$ cat config.mk
export PLATFORM = sky130hd
export DESIGN_NAME = seq_branch_comp_flat
export DESIGN_NICKNAME = d
export VERILOG_FILES = /design/src/rtl/seq_branch_comp_if.sv /design/src/rtl/seq_branch_comp.sv /design/src/flat_wrapper.sv
export SDC_FILE = /design/constraint.sdc
export NUM_CORES = 1
export LEC_CHECK = 0
export ABC_AREA = 1
export ABC_CLOCK_PERIOD_IN_PS = 3100
export BUFFER_PORTS_ARGS = -buffer_cell sky130_fd_sc_hd__buf_4
export CAP_MARGIN = 20
export CORE_MARGIN = 4
export CORE_UTILIZATION = 59
export CTS_CLUSTER_SIZE = 24
export DETAILED_ROUTE_END_ITERATION = 10
export GPL_TIMING_DRIVEN = 0
export PLACE_DENSITY = 0.94
export SYNTH_ARGS = -nofsm -noshare
export SYNTH_HDL_FRONTEND = slang
export SYNTH_SLANG_ARGS = --single-unit
export TNS_END_PERCENT = 10
$ cat constraint.sdc
create_clock -name clk -period 3.1 [get_ports clk]
set_input_delay 0.155 -clock clk [delete_from_list [all_inputs] [get_ports clk]]
set_output_delay 0.155 -clock clk [all_outputs]
set_load 0.03 [all_outputs]
$ cat src/rtl/seq_branch_comp_if.sv
// seq_branch_comp_if: request/response handshake bundle for the sliced branch comparator.
// slave is the comparator side, master is the requester/consumer side.
interface seq_branch_comp_if #(
   parameter int WIDTH = 32
) ();
   logic             in_valid;
   logic             in_ready;
   logic [WIDTH-1:0] a;
   logic [WIDTH-1:0] b;
   logic [2:0]       funct3;
   logic             out_valid;
   logic             out_ready;
   logic             taken;
   logic             eq;
   logic             lt;
   logic             illegal;

   modport slave (
      input  in_valid, a, b, funct3, out_ready,
      output in_ready, out_valid, taken, eq, lt, illegal
   );

   modport master (
      output in_valid, a, b, funct3, out_ready,
      input  in_ready, out_valid, taken, eq, lt, illegal
   );
endinterface

$ cat src/rtl/seq_branch_comp.sv
// seq_branch_comp: multi-cycle RISC-V branch comparator, SLICE bits per cycle, MSB slice first.
// Optional CMP_EARLY_EXIT_EN leaves SCAN on the first differing slice; results are identical either way.
module seq_branch_comp #(
   parameter int WIDTH = 32,
   parameter int SLICE = 8
) (
   input logic              clk,
   input logic              rst_n,
   seq_branch_comp_if.slave bus
);
   // state | meaning
   // IDLE  | ready for a request; operands latched on in_valid
   // SCAN  | one slice compared per cycle, idx counting down to 0
   // DONE  | result held on registered outputs until out_ready
   localparam int NSLICE = WIDTH / SLICE;
   localparam int IDX_W  = (NSLICE > 1) ? $clog2(NSLICE) : 1;

   typedef enum logic [1:0] {
      IDLE = 2'd0,
      SCAN = 2'd1,
      DONE = 2'd2
   } state_t;

   generate
      if (WIDTH % SLICE != 0) begin : g_bad_slice
         $error("seq_branch_comp: WIDTH must be a multiple of SLICE");
      end
   endgenerate

   state_t             state_q, state_d;
   logic [WIDTH-1:0]   a_q, a_d, b_q, b_d;
   logic [2:0]         funct3_q, funct3_d;
   logic [IDX_W-1:0]   idx_q, idx_d;
   logic               decided_q, decided_d;
   logic               lt_raw_q, lt_raw_d;
   logic               out_valid_q, out_valid_d;
   logic               taken_q, taken_d;
   logic               eq_q, eq_d;
   logic               lt_q, lt_d;
   logic               illegal_q, illegal_d;

   logic [WIDTH-1:0]   a_shift, b_shift;
   logic [SLICE-1:0]   a_sl, b_sl;
   logic               slice_diff, dec_now, lt_now, last_slice;
   logic               fin_eq, fin_lt, fin_taken, fin_illegal, signed_mode;

   always_ff @(posedge clk or negedge rst_n) begin
      if (!rst_n) begin
         state_q     <= IDLE;
         a_q         <= '0;
         b_q         <= '0;
         funct3_q    <= '0;
         idx_q       <= '0;
         decided_q   <= 1'b0;
         lt_raw_q    <= 1'b0;
         out_valid_q <= 1'b0;
         taken_q     <= 1'b0;
         eq_q        <= 1'b0;
         lt_q        <= 1'b0;
         illegal_q   <= 1'b0;
      end else begin
         state_q     <= state_d;
         a_q         <= a_d;
         b_q         <= b_d;
         funct3_q    <= funct3_d;
         idx_q       <= idx_d;
         decided_q   <= decided_d;
         lt_raw_q    <= lt_raw_d;
         out_valid_q <= out_valid_d;
         taken_q     <= taken_d;
         eq_q        <= eq_d;
         lt_q        <= lt_d;
         illegal_q   <= illegal_d;
      end
   end

   always_comb begin
      state_d     = state_q;
      a_d         = a_q;
      b_d         = b_q;
      funct3_d    = funct3_q;
      idx_d       = idx_q;
      decided_d   = decided_q;
      lt_raw_d    = lt_raw_q;
      out_valid_d = out_valid_q;
      taken_d     = taken_q;
      eq_d        = eq_q;
      lt_d        = lt_q;
      illegal_d   = illegal_q;

      a_shift    = a_q >> (int'(idx_q) * SLICE);
      b_shift    = b_q >> (int'(idx_q) * SLICE);
      a_sl       = a_shift[SLICE-1:0];
      b_sl       = b_shift[SLICE-1:0];
      slice_diff = (a_sl != b_sl);
      dec_now    = decided_q | slice_diff;
      lt_now     = decided_q ? lt_raw_q : (a_sl < b_sl);

      fin_eq      = ~dec_now;
      fin_lt      = lt_now & dec_now;
      fin_taken   = 1'b0;
      fin_illegal = 1'b0;
      case (funct3_q)
         3'b000:         fin_taken = fin_eq;
         3'b001:         fin_taken = ~fin_eq;
         3'b100, 3'b110: fin_taken = fin_lt;
         3'b101, 3'b111: fin_taken = ~fin_lt;
         default:        fin_illegal = 1'b1;
      endcase

      last_slice = (idx_q == '0);
`ifdef CMP_EARLY_EXIT_EN
      last_slice = last_slice | slice_diff;
`endif

      // Flipping the operand sign bits turns a signed compare into an unsigned one.
      signed_mode = (bus.funct3[2:1] == 2'b10);

      case (state_q)
         IDLE: begin
            if (bus.in_valid) begin
               a_d       = bus.a ^ {signed_mode, {(WIDTH-1){1'b0}}};
               b_d       = bus.b ^ {signed_mode, {(WIDTH-1){1'b0}}};
               funct3_d  = bus.funct3;
               idx_d     = IDX_W'(NSLICE - 1);
               decided_d = 1'b0;
               lt_raw_d  = 1'b0;
               state_d   = SCAN;
            end
         end
         SCAN: begin
            decided_d = dec_now;
            lt_raw_d  = lt_now;
            idx_d     = idx_q - IDX_W'(1);
            if (last_slice) begin
               state_d     = DONE;
               out_valid_d = 1'b1;
               eq_d        = fin_eq;
               lt_d        = fin_lt;
               taken_d     = fin_taken;
               illegal_d   = fin_illegal;
            end
         end
         DONE: begin
            if (bus.out_ready) begin
               state_d     = IDLE;
               out_valid_d = 1'b0;
               eq_d        = 1'b0;
               lt_d        = 1'b0;
               taken_d     = 1'b0;
               illegal_d   = 1'b0;
            end
         end
         default: state_d = IDLE;
      endcase
   end

   assign bus.in_ready  = (state_q == IDLE);
   assign bus.out_valid = out_valid_q;
   assign bus.taken     = taken_q;
   assign bus.eq        = eq_q;
   assign bus.lt        = lt_q;
   assign bus.illegal   = illegal_q;
endmodule
$ cat src/flat_wrapper.sv
// flat-port wrapper written by rule: the top's interface ports become plain ports
module seq_branch_comp_flat 
#(
   parameter int WIDTH = 32,
   parameter int SLICE = 8
)
  (clk, rst_n, bus_in_valid, bus_a, bus_b, bus_funct3, bus_out_ready, bus_in_ready, bus_out_valid, bus_taken, bus_eq, bus_lt, bus_illegal);
  seq_branch_comp_if #(.WIDTH(WIDTH)) bus_i ();
  input logic clk;
  input logic rst_n;
  input wire logic [$bits(bus_i.in_valid)-1:0] bus_in_valid;
  input wire logic [$bits(bus_i.a)-1:0] bus_a;
  input wire logic [$bits(bus_i.b)-1:0] bus_b;
  input wire logic [$bits(bus_i.funct3)-1:0] bus_funct3;
  input wire logic [$bits(bus_i.out_ready)-1:0] bus_out_ready;
  output wire logic [$bits(bus_i.in_ready)-1:0] bus_in_ready;
  output wire logic [$bits(bus_i.out_valid)-1:0] bus_out_valid;
  output wire logic [$bits(bus_i.taken)-1:0] bus_taken;
  output wire logic [$bits(bus_i.eq)-1:0] bus_eq;
  output wire logic [$bits(bus_i.lt)-1:0] bus_lt;
  output wire logic [$bits(bus_i.illegal)-1:0] bus_illegal;
  assign bus_i.in_valid = bus_in_valid;
  assign bus_i.a = bus_a;
  assign bus_i.b = bus_b;
  assign bus_i.funct3 = bus_funct3;
  assign bus_i.out_ready = bus_out_ready;
  assign bus_in_ready = bus_i.in_ready;
  assign bus_out_valid = bus_i.out_valid;
  assign bus_taken = bus_i.taken;
  assign bus_eq = bus_i.eq;
  assign bus_lt = bus_i.lt;
  assign bus_illegal = bus_i.illegal;
  seq_branch_comp #(.WIDTH(WIDTH), .SLICE(SLICE)) u_core (.clk(clk), .rst_n(rst_n), .bus(bus_i));
endmodule
Word level (Yosys, flattened, before mapping)
Cells that the tools add are included.
W data, S select, Z words.

cells by class
  add/sub/neg operators = 1
  magnitude comparators = 1
  eq/ne operators = 12
  shift-type cells = 2
  mux-type cells = 23
  bitwise operators = 6
  reduce and logical (&&, ||, !) cells = 12

operators by type and width
  cell                  count
  $shr A32 B5 Y8        2
  $xor A32 B32 Y32      2
  $pmux W1 S2           7
  $eq A3 B3 Y1 const B  4
  $mux W1               9
  $lt A8 B8 Y1          1
  $mux W2               4
  $ne A8 B8 Y1          1
  $pmux W2 S3           1
  $reduce_and A3 Y1     2
  $reduce_or A6 Y1      1
  $eq A2 B2 Y1 const B  2
  $logic_not A2 Y1      2
  $ne A2 B2 Y1 const B  2
  $pmux W1 S4           1
  $pmux W2 S2           1
  $reduce_and A2 Y1     2
  $reduce_bool A2 Y1    2
  $reduce_or A2 Y1      2
  $eq A3 B1 Y1 const B  1
  $logic_not A3 Y1      1
  $eq A2 B1 Y1 const B  1
  $ne A2 B1 Y1 const B  1
  $not A1 Y1            2
  3 further kinds       3

storage, ports and cells
  register bits after elaboration = 78
  output and inout bits = 6
  logic and storage cells = 69

Logic depth before layout (Yosys ltp)
  depth in word-level cells = 8
  depth in mapped cells = 19
  mapped depth without buffers = 17

Worst setup path before layout
No wires, ideal clock.

  path kind = flip-flop to flip-flop
  from = register u_core.idx_q[0]
  to = register u_core.taken_q, in the netlist u_core.bus.taken
  data arrival time = 1.988 ns
  required time = 2.983 ns
  slack = 0.995 ns
  cell stages (with the launch flop) = 14
  clock period less this slack = 2.105 ns
  cells stage by stage = dfrtp_1 buf_4 inv_1 buf_2 nand2_1 a32o_1 ha_1 nand2_1 nor2_1 nand3_1 o21ai_0 nand3_1 nand2_1 nand2_1

between the ends
  word-level cells in the longest chain between the ends = 8
  elaborated cells on any way between the ends = 15
  classes of those cells = 1 x order compare; 2 x eq/ne; 2 x shift; 4 x mux; 4 x bitwise; 2 x reduce/logical

ends and longest elaborated chain
  what                                          RTL line                                      text
  start: declaration                            seq_branch_comp.sv:33                         logic [IDX_W-1:0] idx_q, idx_d;
  start signal: assignment                      seq_branch_comp.sv:66                         idx_q <= idx_d;
  $shr A32 B5 Y8, on equally long branches      seq_branch_comp.sv:91, seq_branch_comp.sv:92
  $lt A8 B8 Y1 or $ne A8 B8 Y1 (tied branches)  seq_branch_comp.sv:97, seq_branch_comp.sv:95
  $mux W1 or $or A1 B1 Y1 (tied branches)       seq_branch_comp.sv:97, seq_branch_comp.sv:96
  $and A1 B1 Y1                                 seq_branch_comp.sv:100                        fin_lt = lt_now & dec_now;
  $not A1 Y1                                    seq_branch_comp.sv:107                        3'b101, 3'b111: fin_taken = ~fin_lt;
  $pmux W1 S4                                   seq_branch_comp.sv:103                        case (funct3_q)
  $mux W1                                       seq_branch_comp.sv:135                        if (last_slice) begin
  $pmux W1 S2                                   seq_branch_comp.sv:119                        case (state_q)
  end signal: assignment                        seq_branch_comp.sv:70                         taken_q <= taken_d;
  end: declaration                              seq_branch_comp.sv:37                         logic taken_q, taken_d;

Several ways; a longest one is shown, not always the timed one. The select of a mux whose other input is x is not followed.
A chain may end at the register's enable or synchronous reset.

Worst setup path after layout
  from = register u_core.idx_q[1]
  to = register u_core.taken_q, in the netlist u_core.bus.taken

Same word-level chain as after synthesis.

==> flow_summary.ini <==
[yosys]
synth-xor-area-share = 0.004746
synth_top_family_by_area = simple AND/OR/NAND/NOR gates
synthMuxAreaShare = 0
syn_area_per_cell_um2 = 8.041
netlist_area_mm2 = 0.003691
ys_ff_latch = 78
synthSimpleGateAreaFrac = 0.2898
synth.largest_area_cell = dfrtp_1
ys_top_cells_by_area = dfrtp_1, nand2_1, o21ai_0
yosysSeqAreaShare = 0.5288
syn_nets = 539
yosysWarnings = 0
synth_compound_area_frac = 0.09559
synth.distinct_cells = 23
syn_inst = 459
synth-adder-area-share = 0.03051
synth_top_cell_area_share = 0.5288

[power]
swShare = 0.4332
combPwrFrac = 0.476
power_leakage_nw = 2.651
sequentialPowerShare = 0.368
clock_power_share = 0.157
p_sw_w = 0.002176
ir_drop_mv = 0.6461
power-per-cell-area_mw_per_mm2 = 1002
internal_power_w = 0.002848

[global_routing]
antenna_found_initial = 0
overflow = 0
grt_max_degree = 79
grt_pass1_wl_mm = 17.64
grt_use_met2 = 0.5204
track_usage = 0.3095
met3_usage = 0.07190
grt_pass1_vias = 3676
grt.busiest_layer = met2
use_met1 = 0.3872

[timing]
relSlewSlack = 0.3657
maxSlewViolCount = 0
finalSetupViolCount = 0
fin_crit_ps = 2591
grt_setup_unrepaired = false
setup_tns_ps = 0
max_clock_freq_mhz = 385.9
worst_pin_slew_ps = 951.4
hold_violations = 0
finalCritPeriodShare = 0.8359
skew_ps = 3.868

[floorplan]
die-height_um = 87.10
dieWidth_um = 87.10
rows = 28
fp.dieArea_mm2 = 0.007586
ios = 77
core_mm2 = 0.005991
start_util = 0.6161

[clock_tree]
clock_sinks = 78
cts_buffers = 9
clk_root_buffer_cell = clkbuf_8
clk_latency_ps = 360
cts.reportedPaths.clkPinSlew_ps = 80
cts_tree = built
cts_max_level = 3
max-clock-path-buffers = 2
post_cts_buffers = 0

[setup_path]
startpoint_type = flop
end_kind = flop
path_cells = inv_2 -> clkbuf_1 -> o21ai_0 -> o22ai_1 -> ha_1 -> a21oi_1 -> nor2_1 -> nor2_1 -> nand2_1 -> nand2_1 -> nand2_1 -> nand2_1 -> nand3_1 -> nand2_1 -> nand2_1
crit_path_max_fanout = 10
critPathMostFrequentCell = nand2_1
slowest_stage = dfrtp_1
path_buf_inv = 2
slowest_delay_ps = 500
cp_top_family = simple AND/OR/NAND/NOR gates
crit_type = flop to flop
crit_required_ps = 3350
cp.arrival_ps = 2850

[detailed_routing]
routed_wl_mm = 10.68
drt_first_iter_violations = 258
vias = 3666
firstDrtPassIters = 5
post_drt_wl_per_cell_um = 15.89
viasPerCell = 5.455
ant_nets = 0
drc_errors = 0

[layout]
final_layout_size_suffix_gt1_frac = 0.1876
insertedDiodeCount = 0
final_util = 0.8371
final_cell_mix = nand2_1, dfrtp_1, buf_4, dlygate4sd3_1, o21ai_0
final_common_cell = nand2_1
multi_input_area_mm2 = 0.001553
fillerInstances = 365
area_delta_synth_final_pct = 35.86
layout.nets = 672
seq_area_mm2 = 0.001952

[worst_hold_path]
hp-class = primary input to flop

[run]
max-cap-violations = 0

[placed_design]
io_buffer_count = 76
dp_hpwl_mm = 6.882
routabilityCongestion = 0.9419

[run_status]
outcome = completed
[metal layers]
metal / wire (um) / share of wire
met1: 4083 / 0.38
met2: 5362 / 0.50
met3: 870 / 0.081
met4: 364 / 0.034
met5: 0 / 0
[stage by stage]
step           setup WS, ps  total power (W)  hold WS [ps]  cells  instance area (um^2)
2_1_floorplan         994.9         0.003414        -140.6    459                  3691
3_3_place_gp          648.3         0.004003         348.8    610                  4355
3_5_place_dp          631.2         0.004117         353.5    610                  4355
4_1_cts               553.2         0.004956         1.642    672                  5015
5_1_grt               238.0         0.005429         12.57    672                  5015
6_report              508.6         0.005024         5.961    672                  5015
[Yosys cell counts (all sizes together)]
library cell,number
xor2,2
dfrtp,78
o22ai,8
o31ai,1
a21oi,12
a22o,2
nand2,246
inv,11
nor3,1
ha,9
a22oi,1
nor2,25
o21ai,26
buf,15
a32o,8
nand3,6
clkbuf,8
[cell families (layout without fill, tap and decap cells)]
group	after synthesis	after routing
simple gates	278	278
flops	78	78
compound gates	58	58
fa+ha+maj	9	9
buf+inv	34	172
xor+xnor	2	2
[path summary, 6_finish.rpt]
kind                       cells past startpoint                 start  slack, ps              endpoint
min in group asynchronous                      2                 rst_n        490        u_core.b_q[22]
hold / removal                                 3             bus_a[10]          6        u_core.a_q[10]
setup / recovery                              15       u_core.idx_q[1]        510      u_core.bus.taken
max in group asynchronous                      2                 rst_n       2000      u_core.decided_q
hold reg to reg                                2  u_core.bus.out_valid        480  u_core.bus.out_valid
setup reg to reg                              15       u_core.idx_q[1]        510      u_core.bus.taken
[flip-flops by register name, summed over array words and instances (netlist names), 2 cells and up]
signal           count
u_core.a_q          32
u_core.b_q          32
u_core.funct3_q      3
u_core.idx_q         2
u_core.state_q       2
[timing repair]
item / 4_1_cts / 5_1_grt
resized for setup: 0 / 0
hold buffers: 46 / 0
hold endpoints to repair: 123 / 0
[final cells by class]
class / instances / area share
buffer: 23 / 0.02894
sequential: 78 / 0.3892
timing repair buffer: 122 / 0.2056
clock buffer: 11 / 0.02819
multi-input combinational: 347 / 0.3096
inverter: 11 / 0.008234
clock inverter: 5 / 0.01148
tap: 75 / 0.01871
[power by group through the flow]
stage / Clock (W) / Combinational (W) / Sequential (W)
2_1_floorplan: 0 / 0.00163 / 0.00178
3_3_place_gp: 0 / 0.00218 / 0.00183
3_5_place_dp: 0 / 0.00228 / 0.00184
4_1_cts: 0.000789 / 0.00234 / 0.00183
5_1_grt: 0.000832 / 0.00270 / 0.00189
6_report: 0.000788 / 0.00239 / 0.00185
[worst register-to-register path, stage by stage, from the launching register on]
cell	delay (ps)
dfrtp_1	500
inv_2	180
clkbuf_1	330
o21ai_0	150
o22ai_1	230
ha_1	290
a21oi_1	140
nor2_1	50
nor2_1	80
nand2_1	70
nand2_1	110
nand2_1	80
nand2_1	80
nand3_1	80
nand2_1	80
nand2_1	50
No activity file was read; power rests on OpenSTA's default activity.
